==> src/rtl/ritc_user_bus_master.sv <==
// ritc_user_bus_master: single-outstanding initiator for the RITC datapath
// register bus. One host command becomes one registered bus strobe; reads
// capture slave data a fixed RD_LATENCY after the strobe and return it on
// a valid/ready response port.
// Optional build macro RITC_BUS_READBACK_EN: every write is followed by an
// idle cycle and a read of the same address, and the response reports the
// read-back data plus a mismatch flag.
module ritc_user_bus_master #(
  parameter int RD_LATENCY = 2,  // 1..15
  parameter int GAP        = 1   // 0..7
) (
  input  logic        user_clk_i,
  input  logic        user_rst_n_i,
  input  logic        cmd_valid_i,
  output logic        cmd_ready_o,
  input  logic        cmd_wr_i,
  input  logic [3:0]  cmd_addr_i,
  input  logic [31:0] cmd_dat_i,
  output logic        rsp_valid_o,
  input  logic        rsp_ready_i,
  output logic [31:0] rsp_dat_o,
  output logic        rsp_err_o,
  output logic        busy_o,
  output logic        user_sel_o,
  output logic [3:0]  user_addr_o,
  output logic        user_wr_o,
  output logic        user_rd_o,
  output logic [31:0] user_dat_o,
  input  logic [31:0] user_dat_i
);

  localparam logic [3:0] LAT_C = 4'(RD_LATENCY);
  localparam logic [3:0] GAP_C = 4'(GAP);

  typedef enum logic [2:0] {
    S_IDLE  = 3'd0,
    S_ISSUE = 3'd1,
    S_WAIT  = 3'd2,
    S_RESP  = 3'd3,
    S_GAPW  = 3'd4
`ifdef RITC_BUS_READBACK_EN
    , S_RBGAP    = 3'd5,
    S_READBACK = 3'd6
`endif
  } state_e;

  state_e      state_q, state_d;
  logic [3:0]  cnt_q, cnt_d;
  logic        cmd_wr_q, cmd_wr_d;
  logic [3:0]  cmd_addr_q, cmd_addr_d;
  logic [31:0] cmd_dat_q, cmd_dat_d;
  logic [31:0] rsp_dat_q, rsp_dat_d;
  logic        rsp_err_q, rsp_err_d;
  logic        cmd_ready_q, cmd_ready_d;
  logic        rsp_valid_q, rsp_valid_d;
  logic        sel_q, sel_d;
  logic        wr_q, wr_d;
  logic        rd_q, rd_d;
  logic [3:0]  addr_q, addr_d;
  logic [31:0] udat_q, udat_d;
  logic        drive_bus, rd_strobe;

  // Next state plus next values of every registered output (decoded from
  // state_d so the pins change cleanly on the clock edge that enters a state).
  always_comb begin
    state_d    = state_q;
    cnt_d      = cnt_q;
    cmd_wr_d   = cmd_wr_q;
    cmd_addr_d = cmd_addr_q;
    cmd_dat_d  = cmd_dat_q;
    rsp_dat_d  = rsp_dat_q;
    rsp_err_d  = rsp_err_q;
    case (state_q)
      S_IDLE: if (cmd_valid_i && cmd_ready_q) begin
        cmd_wr_d   = cmd_wr_i;
        cmd_addr_d = cmd_addr_i;
        cmd_dat_d  = cmd_dat_i;
        state_d    = S_ISSUE;
      end
      S_ISSUE: if (cmd_wr_q) begin
`ifdef RITC_BUS_READBACK_EN
        state_d   = S_RBGAP;
`else
        rsp_dat_d = '0;
        rsp_err_d = 1'b0;
        state_d   = S_RESP;
`endif
      end else begin
        cnt_d   = LAT_C;
        state_d = S_WAIT;
      end
`ifdef RITC_BUS_READBACK_EN
      S_RBGAP:    state_d = S_READBACK;
      S_READBACK: begin
        cnt_d   = LAT_C;
        state_d = S_WAIT;
      end
`endif
      S_WAIT: begin
        cnt_d = cnt_q - 4'd1;
        if (cnt_q <= 4'd1) begin
          rsp_dat_d = user_dat_i;
`ifdef RITC_BUS_READBACK_EN
          rsp_err_d = cmd_wr_q && (user_dat_i != cmd_dat_q);
`else
          rsp_err_d = 1'b0;
`endif
          state_d   = S_RESP;
        end
      end
      S_RESP: if (rsp_ready_i) begin
        if (GAP == 0) state_d = S_IDLE;
        else begin
          cnt_d   = GAP_C;
          state_d = S_GAPW;
        end
      end
      S_GAPW: begin
        cnt_d = cnt_q - 4'd1;
        if (cnt_q <= 4'd1) state_d = S_IDLE;
      end
      default: state_d = S_IDLE;
    endcase

    rd_strobe = (state_d == S_ISSUE) && !cmd_wr_d;
    drive_bus = (state_d == S_ISSUE) || (state_d == S_WAIT);
`ifdef RITC_BUS_READBACK_EN
    rd_strobe = rd_strobe || (state_d == S_READBACK);
    drive_bus = drive_bus || (state_d == S_RBGAP) || (state_d == S_READBACK);
`endif
    cmd_ready_d = (state_d == S_IDLE);
    rsp_valid_d = (state_d == S_RESP);
    wr_d        = (state_d == S_ISSUE) && cmd_wr_d;
    rd_d        = rd_strobe;
    sel_d       = wr_d || rd_d;
    addr_d      = drive_bus ? cmd_addr_d : 4'd0;
    udat_d      = drive_bus ? cmd_dat_d : 32'd0;
  end

  // State and output registers; reset drops strobes and discards any command.
  always_ff @(posedge user_clk_i or negedge user_rst_n_i) begin
    if (!user_rst_n_i) begin
      state_q     <= S_IDLE;
      cnt_q       <= '0;
      cmd_wr_q    <= 1'b0;
      cmd_addr_q  <= '0;
      cmd_dat_q   <= '0;
      rsp_dat_q   <= '0;
      rsp_err_q   <= 1'b0;
      cmd_ready_q <= 1'b0;
      rsp_valid_q <= 1'b0;
      sel_q       <= 1'b0;
      wr_q        <= 1'b0;
      rd_q        <= 1'b0;
      addr_q      <= '0;
      udat_q      <= '0;
    end else begin
      state_q     <= state_d;
      cnt_q       <= cnt_d;
      cmd_wr_q    <= cmd_wr_d;
      cmd_addr_q  <= cmd_addr_d;
      cmd_dat_q   <= cmd_dat_d;
      rsp_dat_q   <= rsp_dat_d;
      rsp_err_q   <= rsp_err_d;
      cmd_ready_q <= cmd_ready_d;
      rsp_valid_q <= rsp_valid_d;
      sel_q       <= sel_d;
      wr_q        <= wr_d;
      rd_q        <= rd_d;
      addr_q      <= addr_d;
      udat_q      <= udat_d;
    end
  end

  assign cmd_ready_o = cmd_ready_q;
  assign rsp_valid_o = rsp_valid_q;
  assign rsp_dat_o   = rsp_dat_q;
  assign rsp_err_o   = rsp_err_q;
  assign busy_o      = (state_q != S_IDLE);
  assign user_sel_o  = sel_q;
  assign user_wr_o   = wr_q;
  assign user_rd_o   = rd_q;
  assign user_addr_o = addr_q;
  assign user_dat_o  = udat_q;

endmodule

==> config.mk <==
export PLATFORM = sky130hd
export DESIGN_NAME = ritc_user_bus_master
export DESIGN_NICKNAME = d
export VERILOG_FILES = /design/src/rtl/ritc_user_bus_master.sv
export SDC_FILE = /design/constraint.sdc
export NUM_CORES = 1
export LEC_CHECK = 0
export CAP_MARGIN = 25
export CORE_UTILIZATION = 43
export CTS_CLUSTER_DIAMETER = 30
export DETAILED_ROUTE_END_ITERATION = 12
export DONT_BUFFER_PORTS = 1
export RECOVER_POWER = 100
export SLEW_MARGIN = 20
export SYNTH_ARGS = -nofsm -noshare
export SYNTH_HDL_FRONTEND = slang
export SYNTH_SLANG_ARGS = --single-unit
==> constraint.sdc <==
create_clock -name user_clk_i -period 5.2 [get_ports user_clk_i]
set_input_delay 1.04 -clock user_clk_i [delete_from_list [all_inputs] [get_ports user_clk_i]]
set_output_delay 1.04 -clock user_clk_i [all_outputs]
set_load 0.05 [all_outputs]
# == Yosys cells after proc, flatten, opt, wreduce, memory -nomap -nowiden ==
# Cells that the tools add are included.
# totals
ff_bits,118
latch_bits,0
ram_bits,0
romBits,0
inputBits,73
output_inout_bits,75
wordCells,64
memories,0
# classes
add_sub_neg,1
n_mul,0
n_div,0
magnitude_cmp,1
n_eq_ne,11
shift,0
n_mux,23
bitwise,0
reduce_logical,14
# op_table
operator,count
$mux W32,5
$pmux W32 S2,1
$mux W4,5
$pmux W3 S5,1
$eq A3 B2 Y1 const B,4
$mux W3,4
$pmux W4 S3,1
$ne A2 B2 Y1 const B,4
$eq A3 B1 Y1 const B,2
$logic_not A3 Y1,2
$reduce_and A3 Y1,2
$reduce_bool A3 Y1,2
$mux W1,5
$le A4 B1 Y1 const B,1
$sub A4 B1 Y4 const B,1
$eq A3 B3 Y1 const B,1
$logic_and A1 B1 Y1,3
$logic_or A1 B1 Y1,2
$pmux W1 S2,1
$reduce_bool A2 Y1,1
$reduce_or A2 Y1,1
$logic_not A1 Y1,1

# == Logic depth before layout (Yosys ltp) ==
# depth
ltp_word,6
depth_mapped,8
depth_no_buf,6

# == Worst setup path after synthesis ==
# Ideal clock, no wire load.
# synth_timing
path_kind,input -> register
start,in cmd_valid_i
end,"reg udat_q[20], in the netlist user_dat_o[20]"
setup_time_ns,0.130
arrival_time_ns,1.982
required_ns,5.070
path_slack_ns,3.088
stages,5
path_buffers,1
path_cell_list,nand2_1 -> nor2_8 -> buf_12 -> mux2_4 -> nor2b_2
# synth_between
word_cells_on_any_way,9
classes_between,eq/ne: 2; mux: 5; reduce/logical: 2
# synth_rtl
element,line,source
start: declaration,14,"input logic cmd_valid_i,"
$logic_and A1 B1 Y1,74,S_IDLE: if (cmd_valid_i && cmd_ready_q) begin
$mux W32,74,
$mux W32,73,case (state_q)
via cmd_dat_d[20],51,"logic [31:0] cmd_dat_q, cmd_dat_d;"
$mux W32,137,udat_d = drive_bus ? cmd_dat_d : 32'd0;
via udat_d[20],60,"logic [31:0] udat_q, udat_d;"
end signal: assignment,171,udat_q <= udat_d;
end: declaration,60,
# The timed path passes the listed nets, and every way through them passes these cells.
# A chain may end at the register's enable or synchronous reset.

# == Worst setup path after layout ==
# layout_timing
start,reg state_q[2]
end,out busy_o
# layout_between
elab_chain_len,1
# layout_lines
element,line,source
start: declaration,47,"state_e state_q, state_d;"
start signal: assignment,158,state_q <= state_d;
$reduce_bool A3 Y1,179,assign busy_o = (state_q != S_IDLE);
end: declaration,23,"output logic busy_o,"
# Every way passes these cells.

==> flow_metrics.py <==
metrics = {
    "run_status": {
        "outcome": "finished with violations",
        "violations": "max-capacitance violations, max-slew violations",
    },
    "yosys": {
        "ys_types": 37,
        "synth.yosys.warnings": 0,
        "synth_edf_count": 0,
        "synth_top_cell_area_share_pct": 62.8,
        "synth_ff_type": "dfrtp_1",
        "synth_area_per_cell_sq_um": 12.6,
        "synthArstFlopShare_pct": 100,
        "syn_inst": 371,
        "synth_top_cell_by_area": "dfrtp_1",
        "synth.area.top_cells": "dfrtp_1 (63%), mux2_4 (12%), nand2_1 (5.5%), nor2b_1 (4.3%), o21ai_0 (3.7%)",
        "synth_area_sq_um": 4660,
        "ys_ff_latch": 117,
        "syn_nets": 446,
        "ys_seq_area_share_pct": 62.8,
    },
    "clocking": {
        "numCtsBuffers": 17,
        "cts_tree": "yes",
        "clock_latency_ns": 0.49,
        "root_buffer": "clkbuf_8",
        "cts_setup_buffers": 0,
        "cts_hold_buf": 0,
        "htreeDepth": 4,
        "ctsLongestPathBuffers": 2,
        "cts.clk_slew.worst_paths_ns": 0.06,
        "clock_sinks": 117,
        "cts_resized": 0,
    },
    "sta": {
        "fin_crit_sh_pct": 53.9,
        "max_freq_mhz": 357,
        "max_slew.worst_pin.slew_ns": 1.75,
        "hold_violations": 0,
        "max_slew_margin_pct": -16.7,
        "finalMaxSlewViolations": 65,
        "grt_setup_unrepaired": "no",
        "min_period_ns": 2.80,
        "setup_violations": 0,
        "clock_skew_ns": 0.00934,
        "setup_tns_ns": 0,
    },
    "finish": {
        "mostFrequentLayoutCells": "dfrtp_1 (117), nand2_1 (68), mux2_1 (36)",
        "layout.nets": 445,
        "layout_commonest_cell": "dfrtp_1",
        "syn2layout_area_growth_pct": 9.18,
        "fillers": 932,
        "num_antenna_cells": 0,
        "drive_gt1_share_pct": 11.0,
    },
    "pwr": {
        "power_density_nw_per_um2": 824,
        "p_seq_share_pct": 54.3,
        "pwr-share-clk_pct": 24.9,
        "leakage_nw": 2.33,
        "internal_power_w": 0.00232,
        "switching_power_w": 0.00187,
        "comb_power_share_pct": 20.7,
        "ir_drop_v": 0.000356,
        "power_w": 0.00419,
        "p_sw_share_pct": 44.7,
    },
    "critical_path": {
        "regToRegStartpoint": "cnt_q[1]$_DFFE_PN0P_",
        "cp_cell_sequence": "or3_1",
        "crit_fanout": 16,
        "cp.arrival_ns": 1.76,
        "cp-end-kind": "output pin",
        "crit_buf_inv": 0,
        "critPathKind": "register to output pin",
        "max_stage_delay_ns": 0.72,
        "cp_top_family": "simple AND/OR/NAND/NOR gates",
        "startpoint": "state_q[2]$_DFF_PN0_",
        "crit_slowest_cell": "or3_1",
        "required_ns": 4.16,
        "worst_setup_path_start_kind": "register",
    },
    "drt": {
        "vias": 2614,
        "first_pass_iters": 4,
        "ant_nets": 0,
        "drcViolationCount": 0,
        "wl_per_cell_microns": 16.1,
        "viasPerCell": 5.04,
        "wl_microns": 8330,
        "drt_iter0_drc": 152,
    },
    "placement": {
        "portBuffers": 0,
        "gp_congestion": 0.769,
        "dp_hpwl_microns": 5240,
    },
    "global_route": {
        "grt_pass1_vias": 2626,
        "gr-total-overflow": 0,
        "antenna_found_initial": 1,
        "grt_max_degree": 118,
        "grt_pass1_wl_microns": 13300,
        "globalRouteTotalUtil_pct": 15.5,
    },
    "job": {
        "cap_violations": 1,
    },
    "floorplan": {
        "start_util_pct": 44.7,
        "placeableCoreArea_sq_um": 10400,
        "dieHeight_microns": 106,
        "fp.dieW_microns": 106,
        "ios": 148,
        "rows": 37,
        "die-area_sq_um": 11300,
    },
    "hold_path": {
        "min_path_type": "input pin to asynchronous set/reset pin",
    },
}
-- final timing paths --
kind	end	slack, ns	cells after the start
setup / recovery	busy_o	2.40	1
hold / removal	user_dat_o[1]$_DFF_PN0_	0.25	0
setup reg to reg	rsp_dat_o[19]$_DFFE_PN0P_	2.46	5
hold reg to reg	cmd_dat_q[14]$_DFF_PN0_	0.47	1
max in group asynchronous	cnt_q[0]$_DFFE_PN0P_	4.71	0
min in group user_clk_i	cmd_dat_q[14]$_DFF_PN0_	0.47	1
-- metrics by stage --
| stage | std cells | setup WS (ns) | util [%] | hold slack [ns] | cell area, sq um |
|---|---|---|---|---|---|
| after floorplan | 371 | 3.09 | - | 0.464 | 4660 |
| after global placement | 487 | 2.57 | 45.0 | 0.472 | 4690 |
| after detailed placement | 487 | 2.54 | 45.0 | 0.476 | 4690 |
| after CTS | 519 | 2.51 | 50.2 | 0.210 | 5230 |
| after global routing | 519 | 2.14 | 48.8 | 0.208 | 5090 |
| final | 519 | 2.40 | 48.8 | 0.246 | 5090 |
-- logic make-up after synthesis --
group / Yosys count / share of synthesized area, %
simple gates: 131 / 14.1
flops: 117 / 62.8
compound gates: 55 / 6.58
mux: 37 / 11.8
buf+inv: 27 / 3.87
fa+ha+maj: 2 / 0.537
other cells: 1 / 0.0805
xor+xnor: 1 / 0.188
-- synthesized netlist by cell type (all sizes together), types with 2 or more instances --
cell    count
a21oi       9
buf         8
clkbuf     14
and2        2
ha          2
mux2       37
nor2b      33
nand2      68
dfrtp     117
o31ai       2
o21ai      35
a31oi       3
a31o        2
nor3        4
inv         5
and2b       6
nor2        9
or2         3
-- metal layers --
metal | global-route usage [%] | up-vias | wire (microns)
met1 | 20.2 | 1263 | 3810
met4 | 5.06 | 2 | 40
met5 | 0 | - | 13
li1 | - | 1218 | -
met2 | 23.1 | 124 | 3730
met3 | 6.99 | 7 | 745
-- worst reg2reg max path: cells and delay by family, from the launching register on --
family          cells  cell delay (ns)
compound gates      1             0.30
flops               1             0.43
simple gates        2             1.51
fa+ha+maj           1             0.19
buf+inv             1             0.10
-- power groups by stage --
stage | Combinational (W) | Sequential [W] | Clock, W
floorplan | 0.000921 | 0.00221 | 0
global placement | 0.000983 | 0.00230 | 0
detailed placement | 0.00103 | 0.00230 | 0
CTS | 0.00102 | 0.00229 | 0.00107
global route | 0.00100 | 0.00232 | 0.00112
finish | 0.000869 | 0.00228 | 0.00104
-- area by class of cell --
cell class                      instances  area, sq um  area share, %
Clock inverter                         13          109           2.14
Clock buffer                           19          432           8.48
Inverter                                5         18.8          0.369
Timing Repair Buffer                    2         15.0          0.295
Tap cell                              136          170           3.34
Sequential cell                       117         2930           57.6
Multi-Input combinational cell        227         1420           27.8
-- state kept, by name (all words and copies together), names as in the netlist --
signal and cells:
rsp_valid_o 1, user_sel_o 1, cmd_addr_q 4, state_q 3, rsp_dat_o 32, cmd_dat_q 32, user_wr_o 1, user_rd_o 1
cmd_ready_o 1, user_addr_o 4, cmd_wr_q 1, cnt_q 4, user_dat_o 32
Power figures use the tool's default switching activity.
==> RTL edit, RTL diff (same flow settings) <==
The parameter `GAP` goes from 1 to 0.
--- a/src/rtl/ritc_user_bus_master.sv
+++ b/src/rtl/ritc_user_bus_master.sv
@@ -7,7 +7,7 @@
 // read-back data plus a mismatch flag.
 module ritc_user_bus_master #(
   parameter int RD_LATENCY = 2,  // 1..15
-  parameter int GAP        = 1   // 0..7
+  parameter int GAP        = 0   // 0..7
 ) (
   input  logic        user_clk_i,
   input  logic        user_rst_n_i,
Behaviour: not the same (a bounded check fails within 10 cycles, from zero or initial values and one cycle with user_rst_n_i low).
==> RTL edit against the original RTL <==
  * The flow still finishes with violations (max-capacitance violations, max-slew violations)
  * Global-route usage increased by 2.8 points
  * Sequential share of layout area decreased by 3.6 points
  * Area after synthesis grew 9.2%
  * Clock skew down 0.0040 ns
  * Routed wire length up 27%
  * Non-clock buffer count increased by 2
  * Cell area is 6.6% higher
  * Core utilization shrank 1.5 points
  * Power grew 13%
  * Setup slack worse by 0.82 ns
  * Sequential cell count is the same
  * Critical path type is now register to register
==> RTL edit: results (changes against the original RTL) <==
- Status: finished, violations left
- Failing checks: max-capacitance violations, max-slew violations
- Relative slew slack: -60.5% (-44 points)
- Internal power: 2470 uW (+6.6%)
- Compound-cell area share of the yosys netlist: 14.6% (+8.0 points)
- Wire per inst: 18.0 um (+12%)
- Syn Area/Cell: 11.4 sq um (-9.2%)
- First-pass GRT wire length: 17200 um (+30%)
- Share of cells above drive strength 1: 9.44% (-1.5 points)
- Max incr delay on CP: 1.84 ns (+1.12 ns)
- CTS clk-pin slew, worst paths: 0.05 ns
- Portion of netlist area occupied by mux cells: 6.52% (-5.3 points)
- Synth Area in Adders: 0.492% (-0.045 points)
- CTS sink cnt: 117 (unchanged)
- P&R area growth vs syn: 6.59%
- Layout Skew: 0.00535 ns (-0.00399 ns)
- Layout fillers: 1065 (+14%)
- Worst Path Max Fanout: 39 (+23)
- Antenna violations before repair: 0 (-1)
- Vias in the first global route: 3349 (+28%)
- Most used flip-flop cell after synthesis: dfrtp_1
- Port bufs: 0 (unchanged)
- Synth top area cells: dfrtp_1 (58%), a211oi_2 (7.4%), mux2i_1 (6.3%)
- Starting DRT DRC Count: 147 (-3.3%)
- Hold crit path type: input port to asynchronous set/reset pin
- Cell variety after synth: 48 (+30%)
- Placed cells: 557 (+14%)
- Placed cell areas: 5030 sq um (+7.4%)
- Top Family by Delay on Critical Path: simple AND/OR/NAND/NOR gates
- DP Worst Slack: 2.57 ns (+0.0296 ns)
- Num CTS Buffers: 17 (unchanged)
- Post-synthesis xor/xnor area fraction: 0.492% (+0.30 points)
- Crit path DAT: 3.91 ns (+2.15 ns)
- CTS root buf: clkbuf_16
- Worst Setup Path Type: register to register
- Number of H-tree levels: 4 (unchanged)
- Post-DP HPWL: 6430 um (+23%)
- RR Startpoint: cmd_ready_o$_DFF_PN0_
- MaxCap Viol Count: 3 (+2)
- Post_cts resized: 0 (unchanged)
- Warnings, synthesis: 0 (unchanged)
- Worst-skew pair later-pin latency: 0.41 ns (-0.08 ns)
- Ant diodes: 0 (unchanged)
- Vias per cell: 5.48 (+8.7%)
- Async set-reset flop share out of synthesis: 100% (unchanged)
- Sequential cell area fraction in the yosys report: 57.5% (-5.3 points)
- Clk buf depth: 2 (unchanged)
- Slew Viols, Final: 113 (+74%)
- Pin count of the biggest net entering global routing: 118 (unchanged)
- Commonest cells in the netlist: dfrtp_1 (117), nand2_1 (72), o21ai_1 (36)
- Final Wtd Congestion: 0.721 (-6.3%)
- Net Count, Synth: 521 (+17%)
- Final #Nets: 508 (+14%)
- Pleak: 0.00280 uW (+20%)
- Via count: 3220 (+23%)
- Max VDD drop: 0.488 mV (+37%)
- Total GRT Usage: 18.3% (+2.8 points)
- Setup Buffers After CTS: 0 (unchanged)
- Slowest CP cell: and2_0
[RTL edit: cell count changes after synthesis, moves of 6 or more]
cell      unedited run  this run
a211oi_1             0         7
a211oi_2             0        30
a21oi_1              9         2
and2b_1              6         0
buf_2                2        12
buf_6                1        12
clkbuf_1            14         7
inv_1                5        34
mux2_4              36         0
mux2i_1              0        32
nand3_1              1        34
nor2b_1             32         0
o21ai_0             34         1
o21ai_1              1        36
[RTL edit: layer usage]
metal	up-vias	global-route usage [%]	share of wire (%)	routed length, um
li1	1487	-	-	-
met1	1574	22.3	43	4520
met2	136	27.8	46	4840
met3	23	7.60	9.0	954
met4	0	9.07	2.4	258
met5	-	0	0	0
[RTL edit: final timing paths]
kind / end / slack [ns] / cells after the start
worst min register to register: cmd_dat_q[27]$_DFF_PN0_ / 0.49 / 2
max in group asynchronous: user_dat_o[0]$_DFF_PN0_ / 4.72 / 0
min in group user_clk_i: cmd_dat_q[27]$_DFF_PN0_ / 0.49 / 2
worst max register to register: user_dat_o[10]$_DFF_PN0_ / 1.58 / 4
worst max-delay path: user_dat_o[10]$_DFF_PN0_ / 1.58 / 4
worst min-delay path: rsp_dat_o[20]$_DFFE_PN0P_ / 0.33 / 0
[RTL edit: final cells by class]
type	count	share of cell area (%)
sequential	117	54.0
multi-input combinational	258	29.1
clock buffer	21	8.30
tap	143	3.30
clock inverter	10	2.42
inverter	35	2.42
timing repair buffer	4	0.507
[RTL edit: power by group through the flow]
| stage | clock [uW] | sequential (uW) | combinational [uW] |
|---|---|---|---|
| detailed placement | 0 | 2580 | 1150 |
| global placement | 0 | 2580 | 1110 |
| global route | 1220 | 2610 | 1150 |
| CTS | 1180 | 2570 | 1150 |
| floorplan | 0 | 2460 | 1090 |
| finish | 1150 | 2560 | 1020 |
